===== src/rtl/pe_acc_drain_pkg.sv =====
// Shared defaults and state encoding for the accumulator drain path.
// Downstream of the PE-row MAC array.
package pe_acc_drain_pkg;

    localparam int DEF_N_PE    = 8;
    localparam int DEF_ACC_W   = 32;
    localparam int DEF_OUT_W   = 8;
    localparam int DEF_SHIFT_W = 5;

    typedef enum logic {
        IDLE  = 1'b0,
        DRAIN = 1'b1
    } drain_state_t;

endpackage


===== src/rtl/pe_acc_drain_if.sv =====
// Valid/ready result stream from the accumulator drain to the output buffer.
// Each beat carries one requantized element, tagged with its PE index.
interface pe_acc_drain_if #(
    parameter int N_PE  = pe_acc_drain_pkg::DEF_N_PE,
    parameter int OUT_W = pe_acc_drain_pkg::DEF_OUT_W,
    localparam int IDX_W = $clog2(N_PE)
);

    logic                    out_vld;
    logic                    out_rdy;
    logic signed [OUT_W-1:0] out_data;
    logic [IDX_W-1:0]        out_idx;
    logic                    out_last;
    logic                    out_sat;

    modport master (
        output out_vld,
        input  out_rdy,
        output out_data,
        output out_idx,
        output out_last,
        output out_sat
    );

    modport slave (
        input  out_vld,
        output out_rdy,
        input  out_data,
        input  out_idx,
        input  out_last,
        input  out_sat
    );

endinterface


===== src/rtl/pe_acc_drain_requant.sv =====
// Combinational requantizer: round-half-up arithmetic right shift, then
// saturate to a signed OUT_W result. Also used by the PE-array output path.
module pe_acc_drain_requant
    import pe_acc_drain_pkg::*;
#(
    parameter int ACC_W   = DEF_ACC_W,
    parameter int OUT_W   = DEF_OUT_W,
    parameter int SHIFT_W = DEF_SHIFT_W
) (
    input  logic signed [ACC_W-1:0] a,
    input  logic [SHIFT_W-1:0]      s,
    output logic signed [OUT_W-1:0] data,
    output logic                    sat
);

    localparam logic signed [ACC_W:0] ONE_V = (ACC_W+1)'(1);
    localparam logic signed [ACC_W:0] MAX_V = (ACC_W+1)'((1 << (OUT_W-1)) - 1);
    localparam logic signed [ACC_W:0] MIN_V = ~MAX_V;

    logic signed [ACC_W:0] ext;
    logic signed [ACC_W:0] rnd;
    logic signed [ACC_W:0] sum;
    logic signed [ACC_W:0] r;

    // One extra bit of headroom so adding the half-LSB never wraps;
    // (1<<s)>>1 is the rounding constant and is zero for s==0.
    always_comb begin
        ext  = {a[ACC_W-1], a};
        rnd  = (ONE_V << s) >>> 1;
        sum  = ext + rnd;
        r    = sum >>> s;
        data = r[OUT_W-1:0];
        sat  = 1'b0;
        if (r > MAX_V) begin
            data = MAX_V[OUT_W-1:0];
            sat  = 1'b1;
        end else if (r < MIN_V) begin
            data = MIN_V[OUT_W-1:0];
            sat  = 1'b1;
        end
    end

endmodule


===== src/rtl/pe_acc_drain.sv =====
// Snapshots a PE row of accumulators on cap and drains the requantized
// values one per handshake, freeing the MAC row to restart immediately.
module pe_acc_drain
    import pe_acc_drain_pkg::*;
#(
    parameter int N_PE    = DEF_N_PE,
    parameter int ACC_W   = DEF_ACC_W,
    parameter int OUT_W   = DEF_OUT_W,
    parameter int SHIFT_W = DEF_SHIFT_W,
    localparam int IDX_W  = $clog2(N_PE)
) (
    input  logic                    clk,
    input  logic                    rst,
    input  logic                    cap,
    input  logic [N_PE*ACC_W-1:0]   acc_row,
    input  logic [SHIFT_W-1:0]      shift,
    output logic                    busy,
    output logic                    cap_drop,
    pe_acc_drain_if.master          out
);

    localparam logic [IDX_W-1:0] LAST_IDX = IDX_W'(N_PE - 1);

    drain_state_t        state_reg, state_next;
    logic [IDX_W-1:0]    idx_reg, idx_next;
    logic [SHIFT_W-1:0]  shift_reg;
    logic                cap_drop_reg, cap_drop_next;
    logic [ACC_W-1:0]    acc_vec  [N_PE];
    logic [ACC_W-1:0]    snap_reg [N_PE];

    logic                vld;
    logic                hs;
    logic                at_last;
    logic                load;
    logic signed [OUT_W-1:0] rq_data;
    logic                rq_sat;

    genvar gi;
    generate
        for (gi = 0; gi < N_PE; gi++) begin : gen_unpack
            assign acc_vec[gi] = acc_row[gi*ACC_W +: ACC_W];
        end
    endgenerate

    assign vld     = (state_reg == DRAIN);
    assign hs      = vld & out.out_rdy;
    assign at_last = (idx_reg == LAST_IDX);

    // A cap arriving with the final handshake reloads without a bubble;
    // any other cap while draining is rejected and reported.
    always_comb begin
        state_next    = state_reg;
        idx_next      = idx_reg;
        load          = 1'b0;
        cap_drop_next = 1'b0;
        case (state_reg)
            IDLE: begin
                if (cap) begin
                    load       = 1'b1;
                    idx_next   = '0;
                    state_next = DRAIN;
                end
            end
            DRAIN: begin
                if (hs && at_last) begin
                    idx_next = '0;
                    if (cap) begin
                        load = 1'b1;
                    end else begin
                        state_next = IDLE;
                    end
                end else begin
                    cap_drop_next = cap;
                    if (hs) begin
                        idx_next = idx_reg + 1'b1;
                    end
                end
            end
            default: begin
                state_next = IDLE;
                idx_next   = '0;
            end
        endcase
    end

    always_ff @(posedge clk) begin
        if (rst) begin
            state_reg    <= IDLE;
            idx_reg      <= '0;
            shift_reg    <= '0;
            cap_drop_reg <= 1'b0;
        end else begin
            state_reg    <= state_next;
            idx_reg      <= idx_next;
            cap_drop_reg <= cap_drop_next;
            if (load) begin
                shift_reg <= shift;
            end
        end
    end

    // Snapshot needs no reset: its contents are only visible while draining.
    always_ff @(posedge clk) begin
        if (load) begin
            snap_reg <= acc_vec;
        end
    end

    pe_acc_drain_requant #(
        .ACC_W   (ACC_W),
        .OUT_W   (OUT_W),
        .SHIFT_W (SHIFT_W)
    ) u_requant (
        .a    (snap_reg[idx_reg]),
        .s    (shift_reg),
        .data (rq_data),
        .sat  (rq_sat)
    );

    assign out.out_vld  = vld;
    assign out.out_data = vld ? rq_data : '0;
    assign out.out_sat  = vld & rq_sat;
    assign out.out_idx  = idx_reg;
    assign out.out_last = vld & at_last;
    assign busy         = vld;
    assign cap_drop     = cap_drop_reg;

endmodule

===== src/flat_wrapper.sv =====
// flat-port wrapper written by rule: the top's interface ports become plain ports
module pe_acc_drain_flat import pe_acc_drain_pkg::*;
#(
    parameter int N_PE    = DEF_N_PE,
    parameter int ACC_W   = DEF_ACC_W,
    parameter int OUT_W   = DEF_OUT_W,
    parameter int SHIFT_W = DEF_SHIFT_W,
    localparam int IDX_W  = $clog2(N_PE)
)
  (clk, rst, cap, acc_row, shift, busy, cap_drop, out_out_vld, out_out_rdy, out_out_data, out_out_idx, out_out_last, out_out_sat);
  pe_acc_drain_if #(.N_PE(N_PE), .OUT_W(OUT_W)) out_i ();
  input  logic clk;
  input  logic rst;
  input  logic cap;
  input  logic [N_PE*ACC_W-1:0] acc_row;
  input  logic [SHIFT_W-1:0] shift;
  output logic busy;
  output logic cap_drop;
  output wire logic [$bits(out_i.out_vld)-1:0] out_out_vld;
  input wire logic [$bits(out_i.out_rdy)-1:0] out_out_rdy;
  output wire logic [$bits(out_i.out_data)-1:0] out_out_data;
  output wire logic [$bits(out_i.out_idx)-1:0] out_out_idx;
  output wire logic [$bits(out_i.out_last)-1:0] out_out_last;
  output wire logic [$bits(out_i.out_sat)-1:0] out_out_sat;
  assign out_out_vld = out_i.out_vld;
  assign out_i.out_rdy = out_out_rdy;
  assign out_out_data = out_i.out_data;
  assign out_out_idx = out_i.out_idx;
  assign out_out_last = out_i.out_last;
  assign out_out_sat = out_i.out_sat;
  pe_acc_drain #(.N_PE(N_PE), .ACC_W(ACC_W), .OUT_W(OUT_W), .SHIFT_W(SHIFT_W)) u_core (.clk(clk), .rst(rst), .cap(cap), .acc_row(acc_row), .shift(shift), .busy(busy), .cap_drop(cap_drop), .out(out_i));
endmodule

===== config.mk =====
export PLATFORM = sky130hd
export DESIGN_NAME = pe_acc_drain_flat
export DESIGN_NICKNAME = d
export VERILOG_FILES = /design/src/rtl/pe_acc_drain_pkg.sv /design/src/rtl/pe_acc_drain_if.sv /design/src/rtl/pe_acc_drain_requant.sv /design/src/rtl/pe_acc_drain.sv /design/src/flat_wrapper.sv
export SDC_FILE = /design/constraint.sdc
export NUM_CORES = 1
export LEC_CHECK = 0
export CORE_ASPECT_RATIO = 0.6
export CORE_MARGIN = 1.5
export CORE_UTILIZATION = 45
export CTS_CLUSTER_SIZE = 8
export DETAILED_ROUTE_END_ITERATION = 10
export GPL_TIMING_DRIVEN = 1
export HOLD_SLACK_MARGIN = 0.03
export PLACE_DENSITY = 0.76
export SLEW_MARGIN = 5
export SYNTH_ARGS = -nofsm -noshare
export SYNTH_HDL_FRONTEND = slang
export SYNTH_SLANG_ARGS = --single-unit

===== constraint.sdc =====
create_clock -name clk -period 9.1 [get_ports clk]
set_clock_uncertainty 0.15 [all_clocks]
set_input_delay 0.91 -clock clk [delete_from_list [all_inputs] [get_ports clk]]
set_output_delay 0.91 -clock clk [all_outputs]
set_load 0.005 [all_outputs]

* Word-level counts from Yosys, hierarchy flattened
Cells that the tools add are included.
Word-level totals: register bits 266, word-level logic and storage cells 47, output and inout port bits 16, bits of input ports 265
Operators by class: shift-type cells 2, muxes and demuxes 17, magnitude comparators 3, equal/unequal tests 3, bitwise operators 5, reduce and logical (&&, ||, !) cells 3, $add $sub $neg 2
Operators with widths (number):
- binary-select mux 32 bit (select 3 bit) | 1
- two-way mux 32 bit | 2
- adder 32 x 32 -> 33 bit | 1
- greater-than comparator 33 x 8 -> 1 bit, second input constant | 1
- less-than comparator 33 x 8 -> 1 bit, second input constant | 1
- left shift 1 x 5 -> 33 bit, first input constant | 1
- >>> shifter 33 x 5 -> 33 bit | 1
- two-way mux 8 bit | 3
- two-way mux 3 bit | 3
- one-hot mux 3 bit (2 select lines) | 1
- two-way mux 1 bit | 5
- greater-or-equal comparator 4 bit, second input constant | 1
- NOT 3 -> 4 bit | 1
- one-hot mux 1 bit (2 select lines) | 2
- adder 3 x 1 -> 3 bit, second input constant | 1
- bitwise AND 1 bit | 3
- == test 3 bit, second input constant | 1
- inequality test 3 bit, second input constant | 1
- OR reduction 3 bit | 1
- inequality test 2 bit, second input constant | 1
- AND reduction 2 bit | 1
- logical AND 1 bit | 1
- NOT 1 bit | 1

* Longest topological paths before layout
depth after elaboration 10, gate-level depth with buffers 23, depth with buffers taken out 19

* Modules after synthesis
Synthesis repeated with hierarchy kept, for this count alone.
Second synthesis, totals: cells, all modules 1186, area total of the unflattened synthesis 15219.6 um2
Modules (own cells, without submodules):
- pe_acc_drain | area an instance 10208.5 um2, cells an instance 424, sequential area each 7887.6 um2, times used 1
- pe_acc_drain_requant | area an instance 5011.1 um2, cells an instance 762, sequential area each 0.0 um2, times used 1

* Worst setup path after synthesis
Ideal clock, no wire load.
kind input port to flip-flop, start point in out_out_rdy, end point reg u_core.snap_reg[0] (netlist name), enable pin, slack -0.034 ns, arrival time 8.262 ns, stages 5, setup time 0.723 ns, required time 8.227 ns, path buffers 1, cells stage by stage nand2_1 > nand2_1 > nand2_1 > inv_1 > clkbuf_1
On the way: longest elaborated chain between the ends 4
RTL lines:
- from (decl) | line flat_wrapper.sv:20 | input wire logic [$bits(out_i.out_rdy)-1:0] out_out_rdy;
- bitwise AND 1 bit | line pe_acc_drain.sv:46 | assign hs = vld & out.out_rdy;
- logical AND 1 bit | line pe_acc_drain.sv:65 | if (hs && at_last) begin
- two-way mux 1 bit | line pe_acc_drain.sv:65
- one-hot mux 1 bit (2 select lines) | line pe_acc_drain.sv:56 | case (state_reg)
- via u_core.load | line pe_acc_drain.sv:34 | logic load;
- to (signal assigned) | line pe_acc_drain.sv:105 | snap_reg <= acc_vec;
- to (decl) | line pe_acc_drain.sv:29 | logic [ACC_W-1:0] snap_reg [N_PE];
The timed path passes the listed nets, and every way through them passes these cells. A chain may end at the register's enable or synchronous reset.

* Worst setup path after layout
start point reg u_core.shift_reg[0], end point out out_out_data[2]
On the way: longest elaborated chain between the ends 7, elaborated cells between the ends (all ways) 8, classes of those cells 1 x add/sub; 2 x order compare; 2 x shift; 3 x mux
RTL lines:
- from (decl) | line pe_acc_drain.sv:26 | logic [SHIFT_W-1:0] shift_reg;
- from (signal assigned) | line pe_acc_drain.sv:97 | shift_reg <= shift;
- left shift 1 x 5 -> 33 bit | line pe_acc_drain_requant.sv:29 | rnd = (ONE_V << s) >>> 1;
- adder 32 x 32 -> 33 bit | line pe_acc_drain_requant.sv:30 | sum = ext + rnd;
- >>> shifter 33 x 5 -> 33 bit (*) | line pe_acc_drain_requant.sv:31 | r = sum >>> s;
- less-than comparator 33 x 8 -> 1 bit | line pe_acc_drain_requant.sv:37 | end else if (r < MIN_V) begin
- two-way mux 8 bit | line pe_acc_drain_requant.sv:37
- two-way mux 8 bit (*) | line pe_acc_drain_requant.sv:34 | if (r > MAX_V) begin
- two-way mux 8 bit (*) | line pe_acc_drain.sv:121 | assign out.out_data = vld ? rq_data : '0;
- to (decl) | line flat_wrapper.sv:21 | output wire logic [$bits(out_i.out_data)-1:0] out_out_data;
Mark *: on every way between the ends. The rest lies on a longest branch, timed or not.

==> flow_summary.yaml <==
run_status:
  status: "complete, no violations"
logic_synthesis:
  netlist_instances: 1247
  asyncSetResetFlopFracSynth_pct: 0
  yosysWarnings: 0
  netlist.top_cell.by_area: "edfxtp_1"
  syn_avg_cell_area_um2: 12.1
  synthesis.area_mm2: 0.0151
  synth.ff_latch_count: 266
  synth_top_area_share_pct: 50.8
  synth_fp_nets: 1546
  yosys-top-cells-area: "edfxtp_1 (51%), mux4_2 (10%), nor2_1 (3.1%), a21oi_1 (2.7%), ha_1 (2.7%)"
  ys.flop_type: "edfxtp_1"
  count_of_flip_flops_with_a_built_in_enable_after_synthesis: 256
  distinct_cell_type_count_after_synthesis: 89
  yosysSeqAreaShare_pct: 52.2
layout:
  nFillCells: 2596
  most-common-layout-cells: "clkdlybuf4s50_1 (280), edfxtp_1 (256), nor2_1 (124)"
  final_common_cell: "clkdlybuf4s50_1"
  area_growth_syn_to_layout_pct: 28.6
  antenna_cells_inserted: 0
  largest_register_ff_count: 256
  final-instance-count-excl-fill: 1992
  finish.net_count: 1823
  drive_gt1_share_pct: 13.6
timing:
  report.final.slew_viol_count: 0
  max_clock_freq_mhz: 116
  rsz0062_at_grt: "false"
  finalSetupTns_ns: 0
  layout_min_cycle_time_ns: 8.61
  hold_viol: 0
  post-route-period-util_pct: 94.6
  fin_worst_hold_slack_ns: 0.500
  setup_viol_count_final: 0
  tightest_slew_ns: 1.12
  max_slew_margin_pct: 25.6
hold_path:
  hold_path.class: "reg2reg"
  worst_hold_path.endpoint: "u_core.shift_reg[2]$_SDFFE_PP0P_"
  hold-path-cell-count: 4
  hp-start: "u_core.shift_reg[2]$_SDFFE_PP0P_"
die:
  dieArea_mm2: 0.0347
  placement_rows: 51
  die-width_um: 240
  floorplan.core_area_mm2: 0.0327
  die_height_um: 145
  num_ports: 281
  initial_utilization_pct: 46.2
setup_path:
  rr_worst_depth: 6
  capturing_element_type_of_the_critical_path: "primary output"
  worst-endpoint-arrival_ns: 7.55
  critPathKind: "reg2out"
  origin_of_the_critical_flop_to_flop_path: "u_core.out.out_idx[2]$_SDFFE_PP0P_"
  worst_path_fanout_max: 22
  r2r_slack_ns: 5.50
  worstReg2RegEnd: "u_core.snap_reg[244]$_DFFE_PP_"
  cp_data_required_time_ns: 8.04
  worstSetupStartpointType: "flip-flop"
  cpMaxStageDelayCell: "dfxtp_1"
  timing.critical_path.slowest_cell_delay_ns: 0.83
  worstSetupStartpoint: "u_core.shift_reg[0]$_SDFFE_PP0P_"
  cp_cell_sequence: "inv_1 > nand2_2 > nor2_1 > ha_1 > nand2_1 > nor2_1 > o2111ai_1 > nand3_1 > xor2_1 > o22ai_1 > a211oi_1 > a2111oi_0 > a211oi_1 > nand4_1 > nor3_1 > a31oi_2 > a21oi_1 > clkdlybuf4s50_1"
clock_tree:
  cts_buffer_depth: 3
  cts_htree_levels: 2
  tritoncts: "built"
  cts_resized: 0
  clkTransAtPathRegs_ns: 0.06
  number_of_cts_inserted_buffers: 39
  cts_setup_buffers: 0
  holdBufCountCts: 0
  clock_sink_count: 266
  cts.root.buffer_cell: "clkbuf_16"
  clock_network_latency_to_the_later_pin_of_the_worst_skew_pair_ns: 0.52
grt:
  gr-usage-all-layers_pct: 28.3
  grt_antenna_before_repair: 1
  vias_in_the_first_global_route: 12200
  grt_first_pass_wirelength_mm: 74.1
  leftover_overflow_at_the_end_of_global_routing: 0
  grt_max_degree: 186
placement:
  dp_hpwl_mm: 37.1
  place.detailed.instances: 1933
  number_of_port_buffers: 280
  place.gp.congestion: 1.06
route:
  total_iterations_of_the_first_detailed_routing_run: 8
  drt-wirelength-per-cell_um: 24.8
  dr.first_iter.drc_count: 1634
  drt_drc_violations_left: 0
  via_per_inst: 6.29
  dr_total_vias: 12500
  route.antenna.remaining_nets: 0
  finalWirelength_mm: 49.3
run:
  timing.max_cap.violations: 0
power_and_ir_drop:
  power.ir.vdd_worst_uv: 129
  ratio_of_total_power_to_cell_area_mw_per_mm2: 171
  power.static_leakage_uw: 0.00675
  power_total_uw: 3340
synthesized netlist by cell type, types with 15 or more instances:
library cell / count
nor2_1: 124
a21oi_1: 83
mux2_2: 32
edfxtp_1: 256
nand2_1: 102
o211ai_1: 21
clkbuf_1: 38
nor3_1: 38
and2_1: 15
ha_1: 33
nand4_1: 20
mux4_2: 67
o21ai_0: 56
nand3_1: 35
mux2i_1: 19
a211oi_1: 21
logic make-up (layout without fill, tap and decap cells):
logic type	Yosys count	count (layout)	synth area share [%]
and+or+nand+nor	387	387	12.0
AOI/OAI and AO/OA	334	334	15.3
DFF	266	266	52.2
muxes	118	118	13.6
buffers and inverters	92	387	3.07
adders and majority gates	34	34	2.86
xor gates and xnor gates	16	16	0.927
report_power, final:
part           switching, uW  leakage (uW)  total [uW]  internal, uW
logic                    332       0.00371         598           266
clock network            502      0.000522        1290           784
registers               24.8       0.00252        1450          1430
total                    859       0.00675        3340          2480
critical path: cells and delay by family, from the launching register on:
kind	cells	cell delay, ns
buffers and inverters	2	0.88
adder cells (fa/ha/maj)	1	0.44
AND/OR/NAND/NOR	7	2.04
XOR/XNOR	1	0.59
AO/OA/AOI/OAI	7	2.19
flip-flops	1	0.83
area by class of cell:
cell class                 count  area, um^2  share of cell area [%]
inverter                      16        67.6                   0.347
tap                          450         563                    2.89
sequential                   266        7900                    40.6
timing repair buffer         312        3080                    15.8
clock buffer                  55        1040                    5.33
multi-input combinational    889        6770                    34.8
clock inverter                 4        38.8                   0.199
worst max-delay path by stage:
stage	endpoint	slack [ns]
after floorplan	out_out_data[6]	2.31
after global placement	out_out_data[6]	1.32
after detailed placement	out_out_data[2]	1.34
after CTS	out_out_data[2]	0.74
after global routing	out_out_data[2]	0.20
final	out_out_data[2]	0.49
stage by stage:
| step | cell area [um^2] | util [%] | setup slack [ns] |
|---|---|---|---|
| 3_5_place_dp | 18400 | 56.1 | 1.34 |
| 4_1_cts | 19500 | 59.4 | 0.744 |
| 2_1_floorplan | 15100 | - | 2.31 |
| 5_1_grt | 19500 | 59.4 | 0.196 |
| 3_3_place_gp | 18400 | 56.1 | 1.32 |
| 6_report | 19500 | 59.4 | 0.491 |
per-layer routing:
layer	up-vias	routed length, um	global-route usage (%)
met4	0	1060	6.90
met1	6030	20500	40.3
met5	-	0	0
li1	5541	-	-
met3	96	6670	11.1
met2	863	21000	40.1
No activity file was read; power rests on OpenSTA's default activity.
